$ cat src/rtl/wb_pkg.sv
// Shared types and constants for the writeback stage feeding the 32x32 register bank.
package wb_pkg;

  localparam int unsigned DATA_W   = 32;
  localparam int unsigned ADDR_W   = 5;
  localparam int unsigned NUM_REGS = 32;

  localparam logic [ADDR_W-1:0] REG_ZERO = '0;

  typedef struct packed {
    logic [ADDR_W-1:0] addr;
    logic [DATA_W-1:0] data;
  } wb_entry_t;

endpackage

$ cat src/rtl/wb_fifo.sv
// Load-result buffer: strict-order synchronous FIFO of writeback entries.
module wb_fifo
  import wb_pkg::*;
#(
  parameter int unsigned DEPTH = 4,
  localparam int unsigned PTR_W = $clog2(DEPTH),
  localparam int unsigned CNT_W = $clog2(DEPTH) + 1
) (
  input  logic             clk,
  input  logic             rst_n,
  input  logic             push,
  input  wb_entry_t        push_entry,
  input  logic             pop,
  output wb_entry_t        head,
  output logic [CNT_W-1:0] count
);

  logic [PTR_W-1:0] wr_ptr;
  logic [PTR_W-1:0] rd_ptr;
  wb_entry_t        mem [DEPTH];
  logic             full;
  logic             empty;
  logic             do_push;
  logic             do_pop;

  // A full FIFO refuses pushes even when a pop frees a slot in the same cycle.
  assign full    = (count == CNT_W'(DEPTH));
  assign empty   = (count == '0);
  assign do_push = push && !full;
  assign do_pop  = pop && !empty;
  assign head    = mem[rd_ptr];

  always_ff @(posedge clk or negedge rst_n) begin
    if (!rst_n) begin
      wr_ptr <= '0;
      rd_ptr <= '0;
      count  <= '0;
    end else begin
      if (do_push) wr_ptr <= wr_ptr + PTR_W'(1);
      if (do_pop)  rd_ptr <= rd_ptr + PTR_W'(1);
      case ({do_push, do_pop})
        2'b10:   count <= count + CNT_W'(1);
        2'b01:   count <= count - CNT_W'(1);
        default: count <= count;
      endcase
    end
  end

  // Storage needs no reset; the pointers define what is valid.
  always_ff @(posedge clk) begin
    if (do_push) mem[wr_ptr] <= push_entry;
  end

endmodule

$ cat src/rtl/writeback_arbiter.sv
// Owns the register-bank write port: ALU results win, buffered loads fill idle cycles,
// and a busy scoreboard tracks outstanding loads for decode hazard checks.
module writeback_arbiter #(
  parameter int unsigned DATA_W     = wb_pkg::DATA_W,
  parameter int unsigned ADDR_W     = wb_pkg::ADDR_W,
  parameter int unsigned FIFO_DEPTH = 4,
  localparam int unsigned CNT_W     = $clog2(FIFO_DEPTH) + 1
) (
  input  logic              clk,
  input  logic              rst_n,
  input  logic              AluValid,
  input  logic [ADDR_W-1:0] AluAddr,
  input  logic [DATA_W-1:0] AluData,
  input  logic              LoadValid,
  input  logic [ADDR_W-1:0] LoadAddr,
  input  logic [DATA_W-1:0] LoadData,
  output logic              LoadReady,
  input  logic              IssueValid,
  input  logic [ADDR_W-1:0] IssueAddr,
  output logic [ADDR_W-1:0] WriteAddr,
  output logic [DATA_W-1:0] WriteData,
  output logic              RegWrite,
  output logic [31:0]       Busy,
  output logic [CNT_W-1:0]  Count,
  output logic              WawErr
);

  import wb_pkg::*;

  wb_entry_t   push_entry;
  wb_entry_t   head;
  logic        alu_take;
  logic        fifo_pop;
  logic        load_push;
  logic [31:0] busy_next;

  // An ALU result aimed at r0 counts as no ALU result, letting the FIFO drain.
  assign alu_take   = AluValid && (AluAddr != REG_ZERO);
  assign fifo_pop   = !alu_take && (Count != '0);
  assign LoadReady  = (Count < CNT_W'(FIFO_DEPTH));
  assign load_push  = LoadValid && LoadReady;
  assign push_entry = '{addr: LoadAddr, data: LoadData};

  wb_fifo #(
    .DEPTH (FIFO_DEPTH)
  ) u_fifo (
    .clk        (clk),
    .rst_n      (rst_n),
    .push       (load_push),
    .push_entry (push_entry),
    .pop        (fifo_pop),
    .head       (head),
    .count      (Count)
  );

  // Scoreboard update: a same-cycle issue to the popped register keeps it busy.
  always_comb begin
    busy_next = Busy;
    if (fifo_pop) busy_next[head.addr] = 1'b0;
    if (IssueValid && (IssueAddr != REG_ZERO)) busy_next[IssueAddr] = 1'b1;
    busy_next[0] = 1'b0;
  end

  always_ff @(posedge clk or negedge rst_n) begin
    if (!rst_n) begin
      RegWrite  <= 1'b0;
      WriteAddr <= '0;
      WriteData <= '0;
      Busy      <= '0;
      WawErr    <= 1'b0;
    end else begin
      Busy <= busy_next;
      if (alu_take && Busy[AluAddr]) WawErr <= 1'b1;
      if (alu_take) begin
        RegWrite  <= 1'b1;
        WriteAddr <= AluAddr;
        WriteData <= AluData;
      end else if (fifo_pop) begin
        RegWrite  <= (head.addr != REG_ZERO);
        WriteAddr <= head.addr;
        WriteData <= head.data;
      end else begin
        RegWrite <= 1'b0;
      end
    end
  end

endmodule

$ cat config.mk
export PLATFORM = sky130hd
export DESIGN_NAME = writeback_arbiter
export DESIGN_NICKNAME = d
export VERILOG_FILES = /design/src/rtl/wb_pkg.sv /design/src/rtl/wb_fifo.sv /design/src/rtl/writeback_arbiter.sv
export SDC_FILE = /design/constraint.sdc
export NUM_CORES = 1
export LEC_CHECK = 0
export CORE_AREA = 2 2 137 139
export CTS_CLUSTER_SIZE = 25
export DETAILED_ROUTE_END_ITERATION = 12
export DIE_AREA = 0 0 139 141
export GPL_TIMING_DRIVEN = 0
export MAX_ROUTING_LAYER = met4
export PLACE_DENSITY = 0.82
export SKIP_CTS_REPAIR_TIMING = 1
export SLEW_MARGIN = 20
export SYNTH_ARGS = -nofsm -noshare
export SYNTH_HDL_FRONTEND = slang
export SYNTH_SLANG_ARGS = --single-unit
$ cat constraint.sdc
create_clock -name clk -period 2.9 [get_ports clk]
set_clock_uncertainty 0.1 [all_clocks]
set_input_delay 0.58 -clock clk [delete_from_list [all_inputs] [get_ports clk]]
set_output_delay 0.58 -clock clk [all_outputs]
set_load 0.02 [all_outputs]
* Word level (Yosys, flattened, before mapping)
Memories as Yosys holds them, arrays and structs flattened.
Index checks and enable logic that the tools add are counted.
** Storage, ports and cells
- Register bits after elaboration :: 77
- Memory bits (writable) :: 148
- Input bits :: 84
- Memories kept :: 1
** Memory list
- u_fifo.mem :: words 4, bits a word 37, rd ports 1, clocked after Yosys merged registers in 0, write ports 1, line wb_fifo.sv:20 : wb_entry_t mem [DEPTH];
** Operators by class
- Add/sub/neg operators :: 4
- $lt $le $gt $ge :: 6
- Eq/ne operators :: 3
- Mux-type cells :: 17
- Bitwise gates (word level) :: 3
- Reductions and logical operators :: 19
** Operators by type and width (number)
- 32-bit 2-to-1 mux :: 4
- 32-bit bitwise AND :: 1
- 32-bit NOT :: 1
- 32-bit bitwise OR :: 1
- 5-bit by 6-bit less-than comparator with 1-bit output, second input constant :: 3
- 5-bit nonzero test :: 3
- 1-bit demux with 5-bit select :: 2
- 5-bit by 1-bit >= comparator with 1-bit output, second input constant :: 2
- 5-bit 2-to-1 mux :: 2
- 1-bit logical AND :: 9
- 1-bit 2-to-1 mux :: 7
- 3-bit one-hot mux with 2 select lines :: 1
- 1-bit binary-select mux with 5-bit select :: 1
- 2-bit by 1-bit adder with 2-bit output, second input constant :: 2
- 2-bit nonzero test :: 2
- 3-bit by 1-bit adder with 3-bit output, second input constant :: 1
- 3-bit equality test, second input constant :: 1
- 1-bit logical NOT :: 3
- 3-bit logical NOT :: 1
- 3-bit less-than comparator, second input constant :: 1
- 3-bit nonzero test :: 1
- 3-bit by 1-bit subtractor with 3-bit output, second input constant :: 1
- 2-bit by 1-bit equality test with 1-bit output, second input constant :: 1
- 2-bit equality test, second input constant :: 1

* Longest topological paths before layout
Gate-level depths: netlist of run 1.
An unclocked memory read counts as a cell.
- Depth after elaboration :: 10
- Gate-level depth with buffers :: 12
- Mapped depth without buffers :: 9

* By module
From an unflattened synthesis of run 1, not the netlist that was laid out.
** Unflattened totals
- Cell total of the unflattened synthesis :: 597
- Area total of the unflattened synthesis :: 9125.0 sq um
** Modules (own cells, without submodules)
- wb_fifo :: times used 1, cells each 229, area each 5745.5 sq um, seq. area each 4619.4 sq um
- writeback_arbiter :: times used 1, cells each 368, area each 3379.5 sq um, seq. area each 1751.7 sq um

* Least setup slack after synthesis of run 1
Ideal clock, no wire load.
- Path type :: in2reg
- From :: input port AluAddr[1]
- To :: register u_fifo.count[2]
- Data arrival time :: 2802 ps
- Data required time :: 2720 ps
- Slack :: -82 ps
- Stages on the path :: 12
- Buffers on the path :: 3
- Cell sequence :: buf_2 or4_1 o21a_1 buf_6 buf_6 nor2_1 ha_1 inv_1 fa_1 xor2_1 nor2_1 xnor2_1
** Between the ends
- Word-level cells in the longest chain between the ends :: 7
- Elaborated cells between the ends (all ways) :: 9
- Classes of those cells :: eq/ne: 2; mux: 1; reduce/logical: 6
** Ends and longest elaborated chain
- start: declaration :: line writeback_arbiter.sv:12 : input logic [ADDR_W-1:0] AluAddr,
- 5-bit nonzero test (*) :: line writeback_arbiter.sv:38 : assign alu_take = AluValid && (AluAddr != REG_ZERO);
- 1-bit logical AND (*) :: line writeback_arbiter.sv:38
- 1-bit logical NOT (*) :: line writeback_arbiter.sv:39 : assign fifo_pop = !alu_take && (Count != '0);
- 1-bit logical AND (*) :: line writeback_arbiter.sv:39
- 1-bit logical AND (*) :: line wb_fifo.sv:30 : assign do_pop = pop && !empty;
- named net u_fifo.do_pop :: line wb_fifo.sv:24 : logic do_pop;
- 2-bit by 1-bit equality test with 1-bit output or 2-bit equality test (tied branches) :: line wb_fifo.sv:41 : case ({do_push, do_pop})
- 3-bit one-hot mux with 2 select lines or 2-bit nonzero test (tied branches)
- end signal: assignment :: line wb_fifo.sv:42 : 2'b10: count <= count + CNT_W'(1);
- end signal: assignment :: line wb_fifo.sv:43 : 2'b01: count <= count - CNT_W'(1);
- end signal: assignment :: line wb_fifo.sv:44 : default: count <= count;
- end: declaration :: line wb_fifo.sv:15 : output logic [CNT_W-1:0] count
Mark *: on every way through the listed nets, which the timed path passes. The rest lies on a longest branch.
A chain may end at the register's enable or synchronous reset.

* Final worst setup path of run 1
- From :: register u_fifo.count[0]
- To :: register u_fifo.count[2]
** Between the ends
- Word-level cells in the longest chain between the ends :: 5
- Elaborated cells between the ends (all ways) :: 16
- Classes of those cells :: add/sub: 2; order compare: 1; eq/ne: 3; mux: 1; reduce/logical: 9
** Ends and longest elaborated chain (line)
- 3-bit nonzero test or 3-bit logical NOT (tied branches) :: writeback_arbiter.sv:39, wb_fifo.sv:28
- 1-bit logical AND or 1-bit logical NOT (tied branches) :: writeback_arbiter.sv:39, wb_fifo.sv:30
- 1-bit logical AND (*) :: wb_fifo.sv:30
- named net u_fifo.do_pop :: wb_fifo.sv:24
- 2-bit by 1-bit equality test with 1-bit output or 2-bit equality test (tied branches) :: wb_fifo.sv:41
- 3-bit one-hot mux with 2 select lines or 2-bit nonzero test (tied branches)
Marked as above.

==> impl_metrics.env, run 1 <==
export IMPL_clock_sinks=225
export IMPL_wirelength_um=22330
export IMPL_full_die_area_mm2=0.01960
export IMPL_power_per_cell_area_mw_per_mm2=968.3
export IMPL_place_gp_congestion=0.8679
export IMPL_clockRootBuffer="clkbuf_16"
export IMPL_instances_no_fill=1015
export IMPL_global_route_usage_met3_pct=4.993
export IMPL_fin_worst_hold_slack_ns=0.3618
export IMPL_cts_tree="yes"
export IMPL_layout_worst_path_cycle_share_pct=94.80
export IMPL_die_w_um=139
export IMPL_slew_headroom_pct=41.39
export IMPL_static_leakage_power_nw=4.457
export IMPL_ys_seq_area_share_pct=67.95
export IMPL_instance_area_after_placement_mm2=0.01137
export IMPL_wire_per_inst_um=22.00
export IMPL_first_global_vias=6245
export IMPL_final_core_utilization_pct=66.78
export IMPL_design_core_area_mm2=0.01827
export IMPL_synth_area_per_cell_um2=16.25
export IMPL_peakVddDrop_mv=0.5823
export IMPL_vias=5968
export IMPL_post_drt_via_cell_ratio=5.880
export IMPL_grt_max_degree=56
export IMPL_gr_usage_all_layers_pct=23.56
export IMPL_final_cell_mix="152 x clkdlybuf4s50_1, 148 x edfxtp_1, 77 x dfrtp_1"
export IMPL_timing_final_hold_violations=0
export IMPL_tightestPinTransition_ns=0.8791
export IMPL_final_max_slew_violation_count=0
export IMPL_post_route_min_period_ns=2.749
export IMPL_cts_buffers_inserted=23
export IMPL_hpwl_um=15420
export IMPL_rsz0062_at_grt="no"
export IMPL_cp_max_fo=10
export IMPL_hold_class="primary input to register"
export IMPL_grt_overflow_total=0
export IMPL_totalPowerFinal_w=0.01181
export IMPL_portBuffers=155
export IMPL_cts_htree_levels=1
export IMPL_synth_area_mm2=0.009376
export IMPL_drt_first_iter_violations=386
export IMPL_critPathArrivalTime_ns=3.03
export IMPL_synth_seq_cells=225
export IMPL_cts_max_path_buffers=3
export IMPL_clk_pin_slew_worst_paths_ns=0.06
export IMPL_floorplan_initialDensity_pct=51.33
export IMPL_post_synth_num_cell_types=45
export IMPL_antenna_violations_before_repair=2
export IMPL_num_rows=50
export IMPL_grt_met1_usage_pct=30.59
export IMPL_final_design_area_no_fill_mm2=0.01220
export IMPL_layout_commonest_cell="clkdlybuf4s50_1"
export IMPL_worstSetupStartpointType="register"
export IMPL_finalNetCount=853
export IMPL_max_freq_mhz=363.8
export IMPL_synth_fp_nets=667
export IMPL_fraction_of_final_layout_cells_sized_beyond_drive_strength_1_pct=13.86
export IMPL_synthesis_instances=577
export IMPL_remaining_number_of_nets_flagged_by_the_antenna_check_after_routing=0
export IMPL_remaining_drc_errors=0
export IMPL_report_final_setup_viol=0
export IMPL_cp_end_kind="register"
export IMPL_setup_worst_path_class="register to register"
export IMPL_worst_ep_required_time_ns=3.18
export IMPL_worst_skew_pair_late_latency_ns=0.50
export IMPL_ys_warnings_count=0
export IMPL_first_pass_drt_iterations=5
export IMPL_grt_busiest_layer="met2"
export IMPL_status="finished, final reports clean"
export IMPL_die_h_um=141
export IMPL_use_met2_pct=38.76
export IMPL_grt_pass1_wl_um=34820
export IMPL_placed_cells_incl_taps=971
export IMPL_syn2layout_area_growth_pct=30.10
export IMPL_maxCapViolations=0
export IMPL_ios=159
==> layer usage <==
| metal | part of all wire (%) | vias up |
|---|---|---|
| met4 | 1.5 | 0 |
| met5 | 0 | - |
| met2 | 50 | 280 |
| met3 | 8.0 | 24 |
| li1 | - | 2632 |
| met1 | 41 | 3032 |
==> logic make-up (layout without fill, tap and decap cells) <==
| group | Yosys count | after routing | synth area share, % |
|---|---|---|---|
| AOI/OAI and AO/OA | 97 | 97 | 6.899 |
| xor gates and xnor gates | 6 | 6 | 0.5606 |
| adders and majority gates | 6 | 6 | 0.8807 |
| buffers and inverters | 50 | 252 | 2.669 |
| DFF | 225 | 225 | 67.95 |
| muxes | 97 | 97 | 15.96 |
| other | 1 | 3 | 0.03999 |
| and+or+nand+nor | 95 | 95 | 5.044 |
==> power by group <==
group          internal [W]  switching [W]  total (W)
Combinational       0.00196        0.00221    0.00417
Sequential          0.00412       0.000374    0.00449
Clock               0.00196        0.00119    0.00315
==> registers in the layout, indices dropped and copies added (netlist names) <==
signal,flops
RegWrite,1
u_fifo.rd_ptr,2
WriteAddr,5
u_fifo.wr_ptr,2
u_fifo.mem,148
WawErr,1
WriteData,32
u_fifo.count,3
Busy,31
==> critical path, cell delays in order, from the launching register on <==
cell	delay (ns)
dfrtp_1	0.42
nor3_1	0.18
buf_2	0.31
buf_1	0.67
nor2_4	0.13
ha_4	0.20
inv_1	0.07
fa_1	0.19
xor2_1	0.16
nor2_1	0.07
xnor2_1	0.13
==> path summary, 6_finish.rpt <==
check / from / endpoint / slack, ns / cells past startpoint
max: u_fifo.count[0] / u_fifo.count[2] / 0.15 / 10
min: AluAddr[0] / WriteAddr[0] / 0.36 / 3
max reg2reg: u_fifo.count[0] / u_fifo.count[2] / 0.15 / 10
min reg2reg: WawErr / WawErr / 0.37 / 1
max in group asynchronous: rst_n / WriteData[1] / 1.67 / 3
min in group asynchronous: rst_n / Busy[11] / 0.43 / 2
==> per-stage QoR <==
step / worst slack, ns / setup TNS [ns]
6_report: 0.1509 / 0
4_1_cts: -0.07196 / -0.07196
3_3_place_gp: -1.619 / -218.02
2_1_floorplan: 0.02655 / 0
5_1_grt: 0.04247 / 0
3_5_place_dp: -0.5771 / -1.643
==> layout make-up <==
cell class / instances / area [µm²]
multi-input cells: 302 / 2780
fillers: 1239 / 6068
clock inverters: 12 / 192.7
well taps: 234 / 292.8
clock buffers: 29 / 618.1
plain buffers: 35 / 196.4
repair buffers: 161 / 1687
diodes: 2 / 5.005
flip-flops and latches: 225 / 6371
inverters: 15 / 56.30
==> Yosys cell counts (all sizes together) <==
library cell    n  area share (%)
o21a            1           0.080
inv            15            0.60
fa              1            0.21
o21bai          1           0.080
nor2            7            0.28
nand2b          1           0.067
buf            18             1.4
or4             1           0.080
mux2i          55             5.9
o41ai          23             2.3
o221ai          7            0.65
or3b            5            0.47
mux2            1            0.12
edfxtp        148              47
xnor2           3            0.28
conb            1           0.040
nor3            1           0.053
clkbuf         17            0.69
nand2          57             2.3
or2             1           0.067
a41o            1            0.11
o21ai          54             2.9
xor2            3            0.28
or3             2            0.13
nand3           3            0.16
ha              5            0.67
a32oi           1           0.093
mux4           41              10
o211ai          8            0.64
nand3b          9            0.72
nor3b           1           0.080
nor2b           2            0.13
dfrtp          77              21
a21oi           1           0.053
nor4b           1            0.25
and2            4            0.27
(Power assumes the default switching activity.)
==> run 2, diff against run 1 <==
CTS_BUF_LIST = sky130_fd_sc_hd__clkbuf_8 sky130_fd_sc_hd__clkbuf_16   (was unset)
RECOVER_POWER = 25   (was unset)
REMOVE_ABC_BUFFERS = 1   (was unset)
==> run 2 against run 1 <==
  * Worst setup slack lost 0.090 ns
  * Total power decreased by 3.8%
  * Global-route usage fell by 1.7 points
  * Worst hold slack improved by 0.0079 ns
  * Combinational power fell by 3%
  * Non-clock buffer count decreased by 22
  * Highest routed layer unchanged
  * First-iteration DRC count rose by 8.3%
==> impl_metrics.env, run 2 (synthesized netlist as in run 1, its figures left out) <==
export IMPL_static_leakage_power_nw=4.439
export IMPL_grt_overflow_total=0
export IMPL_drt_first_iter_violations=418
export IMPL_hpwl_um=14040
export IMPL_wirelength_um=20850
export IMPL_grt_max_degree=77
export IMPL_worstSetupStartpointType="primary input"
export IMPL_timing_final_hold_violations=0
export IMPL_status="finished, final reports clean"
export IMPL_cp_top_family="simple AND/OR/NAND/NOR gates"
export IMPL_max_freq_mhz=352.2
export IMPL_critical_path_slowest_cell="or4_4"
export IMPL_num_rows=50
export IMPL_cts_max_path_buffers=3
export IMPL_layout_setup_ws_ns=0.06080
export IMPL_post_route_min_period_ns=2.839
export IMPL_remaining_number_of_nets_flagged_by_the_antenna_check_after_routing=0
export IMPL_cpPeakStageDelay_ns=0.56
export IMPL_gr_usage_all_layers_pct=21.85
export IMPL_place_gp_congestion=0.8635
export IMPL_layout_commonest_cell="edfxtp_1"
export IMPL_top_regs="u_fifo.mem (148), WriteData (32), Busy (31)"
export IMPL_fraction_of_final_layout_cells_sized_beyond_drive_strength_1_pct=13.98
export IMPL_finalNetCount=832
export IMPL_peakVddDrop_mv=0.5773
export IMPL_cp_cell_sequence="buf_4, or4_4, o21a_4, buf_16, nor2_4, ha_1, inv_1, fa_1, xor2_1, nor2_1, xnor2_1"
export IMPL_clk_pin_slew_worst_paths_ns=0.06
export IMPL_totalPowerFinal_w=0.01137
export IMPL_hold_class="primary input to register"
export IMPL_clockRootBuffer="clkbuf_16"
export IMPL_cts_htree_levels=1
export IMPL_first_global_vias=6081
export IMPL_antenna_violations_before_repair=8
export IMPL_dpl_worst_slack_ns=-1.380
export IMPL_critPathArrivalTime_ns=3.15
export IMPL_layout_worst_path_cycle_share_pct=97.90
export IMPL_worst_ep_required_time_ns=3.21
export IMPL_setup_worst_path_class="primary input to register"
export IMPL_cp_end_kind="register"
export IMPL_worst_skew_pair_late_latency_ns=0.49
export IMPL_cts_tree="yes"
export IMPL_portBuffers=157
export IMPL_final_cell_mix="148 x edfxtp_1, 119 x clkdlybuf4s50_1, 75 x dfrtp_1"
export IMPL_fillerInstances=1241
export IMPL_maxCapViolations=0
export IMPL_die_w_um=139
export IMPL_ios=159
export IMPL_floorplan_initialDensity_pct=51.33
export IMPL_design_core_area_mm2=0.01827
export IMPL_power_per_cell_area_mw_per_mm2=942.2
export IMPL_cp_max_fo=76
export IMPL_final_max_slew_violation_count=0
export IMPL_report_final_setup_viol=0
export IMPL_post_drt_via_cell_ratio=5.780
export IMPL_remaining_drc_errors=0
export IMPL_syn2layout_area_growth_pct=28.69
export IMPL_first_pass_drt_iterations=5
export IMPL_cts_buffers_inserted=23
export IMPL_wire_per_inst_um=20.85
export IMPL_full_die_area_mm2=0.01960
export IMPL_die_h_um=141
export IMPL_tightestPinTransition_ns=0.6661
export IMPL_largest_register_ff_count=148
export IMPL_vias=5780
export IMPL_grt_pass1_wl_um=32710
export IMPL_clock_sinks=225
export IMPL_regMostFlops="u_fifo.mem"
export IMPL_slew_headroom_pct=55.41
export IMPL_worstPathBufferInverterCount=3
[run 2: cell types whose count changed in the layout (fill, tap and decap cells not counted), moves of 4 or more]
cell	before	now
buf_1	4	0
bufinv_16	5	1
diode_2	2	8
clkbuf_1	20	0
buf_2	6	0
buf_4	3	10
inv_1	15	23
clkdlybuf4s50_1	152	119
buf_12	2	6
buf_6	5	0
dlygate4sd3_1	1	34
[run 2: worst paths after layout]
check / to / cells past startpoint / start / slack [ns]
worst min register to register: WawErr / 1 / WawErr / 0.41
worst min-delay path: WriteAddr[0] / 3 / AluAddr[0] / 0.37
worst max-delay path: u_fifo.count[2] / 11 / AluAddr[1] / 0.06
max in group asynchronous: u_fifo.rd_ptr[0] / 3 / rst_n / 1.55
min in group asynchronous: Busy[21] / 2 / rst_n / 0.51
worst max register to register: Busy[16] / 5 / u_fifo.rd_ptr[0] / 0.15
[run 2: layout make-up]
cell class | instances | area [µm²] | area share (%)
repair buffers | 174 | 1812 | 15.01
well taps | 234 | 292.8 | 2.426
flip-flops and latches | 225 | 6376 | 52.84
clock inverters | 14 | 86.33 | 0.7155
diodes | 8 | 20.02 | 0.1659
clock buffers | 27 | 630.6 | 5.226
inverters | 15 | 56.30 | 0.4666
multi-input cells | 303 | 2793 | 23.14
[run 2: worst reg2reg max path: stages (launching register included)]
cell	delay, ns
dfrtp_4	0.53
buf_16	0.27
mux4_2	0.74
or2_2	0.46
o41ai_1	0.31
o21ai_0	0.19
[run 2: where the power goes]
group	switching, W	internal, W
logic	0.00210	0.00195
clock network	0.00114	0.00163
registers	0.000432	0.00412
total	0.00367	0.00770
[run 2: per-stage QoR]
step | instances | cell area (µm²) | TNS (ns) | hold slack, ns | util (%)
final | 1000 | 12070 | 0 | 0.3697 | 66.05
after global routing | 1000 | 12070 | -0.007449 | 0.4180 | 66.05
after CTS | 990 | 12020 | -6.239 | -0.03882 | 65.79
after detailed placement | 949 | 11300 | -34.74 | 0.3907 | 61.87
after global placement | 933 | 11050 | -654.94 | 0.3486 | 60.47
after floorplan | 542 | 9183 | -270.29 | 0.1844 | -
[run 2: layer usage]
metal,global-route usage (%),share of wire (%),wire length (µm)
met1,26.58,39,8215
met2,37.41,51,10700
met3,4.688,7.0,1468
met4,6.114,2.2,464
met5,-,0,0
==> run 3, diff against run 2 <==
RECOVER_POWER = 100   (was 25)
==> run 3 against run 2 <==
  * Clock-buffer cell count stayed put
  * Non-clock buffer count stayed put
  * Combinational power hardly changed
  * Register-to-register slack hardly changed
  * Cell area is 0.18% lower
  * Via count is 0.24% higher
  * Flip-flop and latch count stayed put
==> impl_metrics.env, run 3 (synthesized netlist as in run 1, its figures left out) <==
export IMPL_status="finished, final reports clean"
export IMPL_place_gp_congestion=0.8635
export IMPL_post_route_min_period_ns=2.757
export IMPL_post_drt_via_cell_ratio=5.794
export IMPL_critPathArrivalTime_ns=3.06
export IMPL_layout_worst_path_cycle_share_pct=95.08
export IMPL_worstSetupStartpointType="primary input"
export IMPL_power_per_cell_area_mw_per_mm2=941.8
export IMPL_setup_worst_path_class="primary input to register"
export IMPL_cp_max_fo=76
export IMPL_floorplan_initialDensity_pct=51.33
export IMPL_first_global_vias=6081
export IMPL_slew_headroom_pct=33.12
export IMPL_tightestPinTransition_ns=1.003
export IMPL_final_design_area_no_fill_mm2=0.01205
export IMPL_fin_worst_hold_slack_ns=0.3756
export IMPL_wirelength_um=20850
export IMPL_first_pass_drt_iterations=5
export IMPL_maxCapViolations=0
export IMPL_fraction_of_final_layout_cells_sized_beyond_drive_strength_1_pct=13.59
export IMPL_timing_final_hold_violations=0
export IMPL_worst_ep_required_time_ns=3.21
export IMPL_instance_area_after_placement_mm2=0.01130
export IMPL_max_freq_mhz=362.7
export IMPL_gr_usage_all_layers_pct=21.85
export IMPL_vias=5794
export IMPL_grt_max_degree=77
export IMPL_ios=159
export IMPL_regToRegEndpoint="Busy[16]"
export IMPL_peakVddDrop_mv=0.5755
export IMPL_instances_no_fill=1000
export IMPL_remaining_drc_errors=0
export IMPL_hold_path_endpoint="WriteAddr[0]"
export IMPL_cts_buffers_inserted=23
export IMPL_hold_class="primary input to register"
export IMPL_antenna_violations_before_repair=8
export IMPL_die_w_um=139
export IMPL_grt_overflow_total=0
export IMPL_cp_end_kind="register"
export IMPL_portBuffers=157
export IMPL_totalPowerFinal_w=0.01134
export IMPL_cts_tree="yes"
export IMPL_final_max_slew_violation_count=0
export IMPL_syn2layout_area_growth_pct=28.46
export IMPL_regToRegStartpoint="u_fifo.rd_ptr[0]"
export IMPL_cts_htree_levels=1
export IMPL_static_leakage_power_nw=4.429
export IMPL_grt_pass1_wl_um=32710
export IMPL_clock_sinks=225
export IMPL_num_rows=50
export IMPL_rsz0062_at_grt="no"
export IMPL_top_regs="u_fifo.mem (148), WriteData (32), Busy (31)"
export IMPL_finalNetCount=832
export IMPL_remaining_number_of_nets_flagged_by_the_antenna_check_after_routing=0
export IMPL_drt_first_iter_violations=469
export IMPL_largest_register_ff_count=148
export IMPL_hpwl_um=14040
export IMPL_placed_cells_incl_taps=949
export IMPL_design_core_area_mm2=0.01827
export IMPL_startpoint_of_the_lowest_slack_hold_path="AluAddr[0]"
export IMPL_timing_reg2reg_worst_path_depth=5
export IMPL_report_final_setup_viol=0
export IMPL_wire_per_inst_um=20.85
export IMPL_die_h_um=141
export IMPL_clockRootBuffer="clkbuf_16"
export IMPL_worst_skew_pair_late_latency_ns=0.49
export IMPL_hold_depth=3
export IMPL_fin_tns_setup_ns=0
export IMPL_regToRegSetupSlack_ns=0.15
export IMPL_clk_pin_slew_worst_paths_ns=0.06
export IMPL_final_cell_mix="148 x edfxtp_1, 113 x clkdlybuf4s50_1, 75 x dfrtp_1"
export IMPL_layout_commonest_cell="edfxtp_1"
export IMPL_cts_max_path_buffers=3
export IMPL_full_die_area_mm2=0.01960
export IMPL_regMostFlops="u_fifo.mem"
## run 3: changes by cell type in the layout (fill, tap and decap cells not counted), sizes merged
cell,previous run,this run
buf,18,16
clkbuf,28,30
clkdlybuf4s50,119,113
dlygate4sd3,34,40
## run 3: where the power goes
group,switching [W],internal (W)
Clock,0.00113,0.00163
Sequential,0.000430,0.00412
Combinational,0.00210,0.00194
## run 3: through the flow
step           utilization (%)  worst slack [ns]
2_1_floorplan                -            -4.476
3_3_place_gp             60.47            -6.815
3_5_place_dp             61.87            -1.380
4_1_cts                  65.79           -0.8718
5_1_grt                  65.94           0.03132
6_report                 65.94            0.1428
## run 3: critical path, stage by stage
cell and delay, ns:
buf_4 0.20, or4_4 0.56, o21a_4 0.28, buf_16 0.24, nor2_4 0.15, ha_1 0.20, inv_1 0.07, fa_1 0.37
xor2_1 0.15, nor2_1 0.11, xnor2_1 0.13
## run 3: layer usage
metal,vias up,GRT usage (%),wire (µm)
met2,275,37.41,10690
met3,45,4.688,1540
li1,2602,-,-
met4,0,6.114,453
met1,2872,26.58,8168
met5,-,-,0
## run 3: how the worst max path moves through the flow
| stage | startpoint | end | slack [ns] | depth (start not counted) |
|---|---|---|---|---|
| after CTS | AluAddr[1] | u_fifo.count[2] | -0.87 | 11 |
| after detailed placement | AluAddr[1] | u_fifo.count[2] | -1.38 | 11 |
| after global routing | AluAddr[0] | u_fifo.count[2] | 0.03 | 11 |
| after global placement | u_fifo.count[0] | u_fifo.count[2] | -6.82 | 8 |
| after floorplan | u_fifo.count[1] | u_fifo.count[2] | -4.48 | 8 |
| final | AluAddr[1] | u_fifo.count[2] | 0.14 | 11 |
## run 3: cell type report
class / instances / area, µm²
Sequential cell: 225 / 6376
Fill cell: 1243 / 6222
Multi-Input combinational cell: 303 / 2778
Timing Repair Buffer: 174 / 1805
Clock buffer: 27 / 630.6
Tap cell: 234 / 292.8
Clock inverter: 14 / 86.33
Inverter: 15 / 56.30
Antenna cell: 8 / 20.02
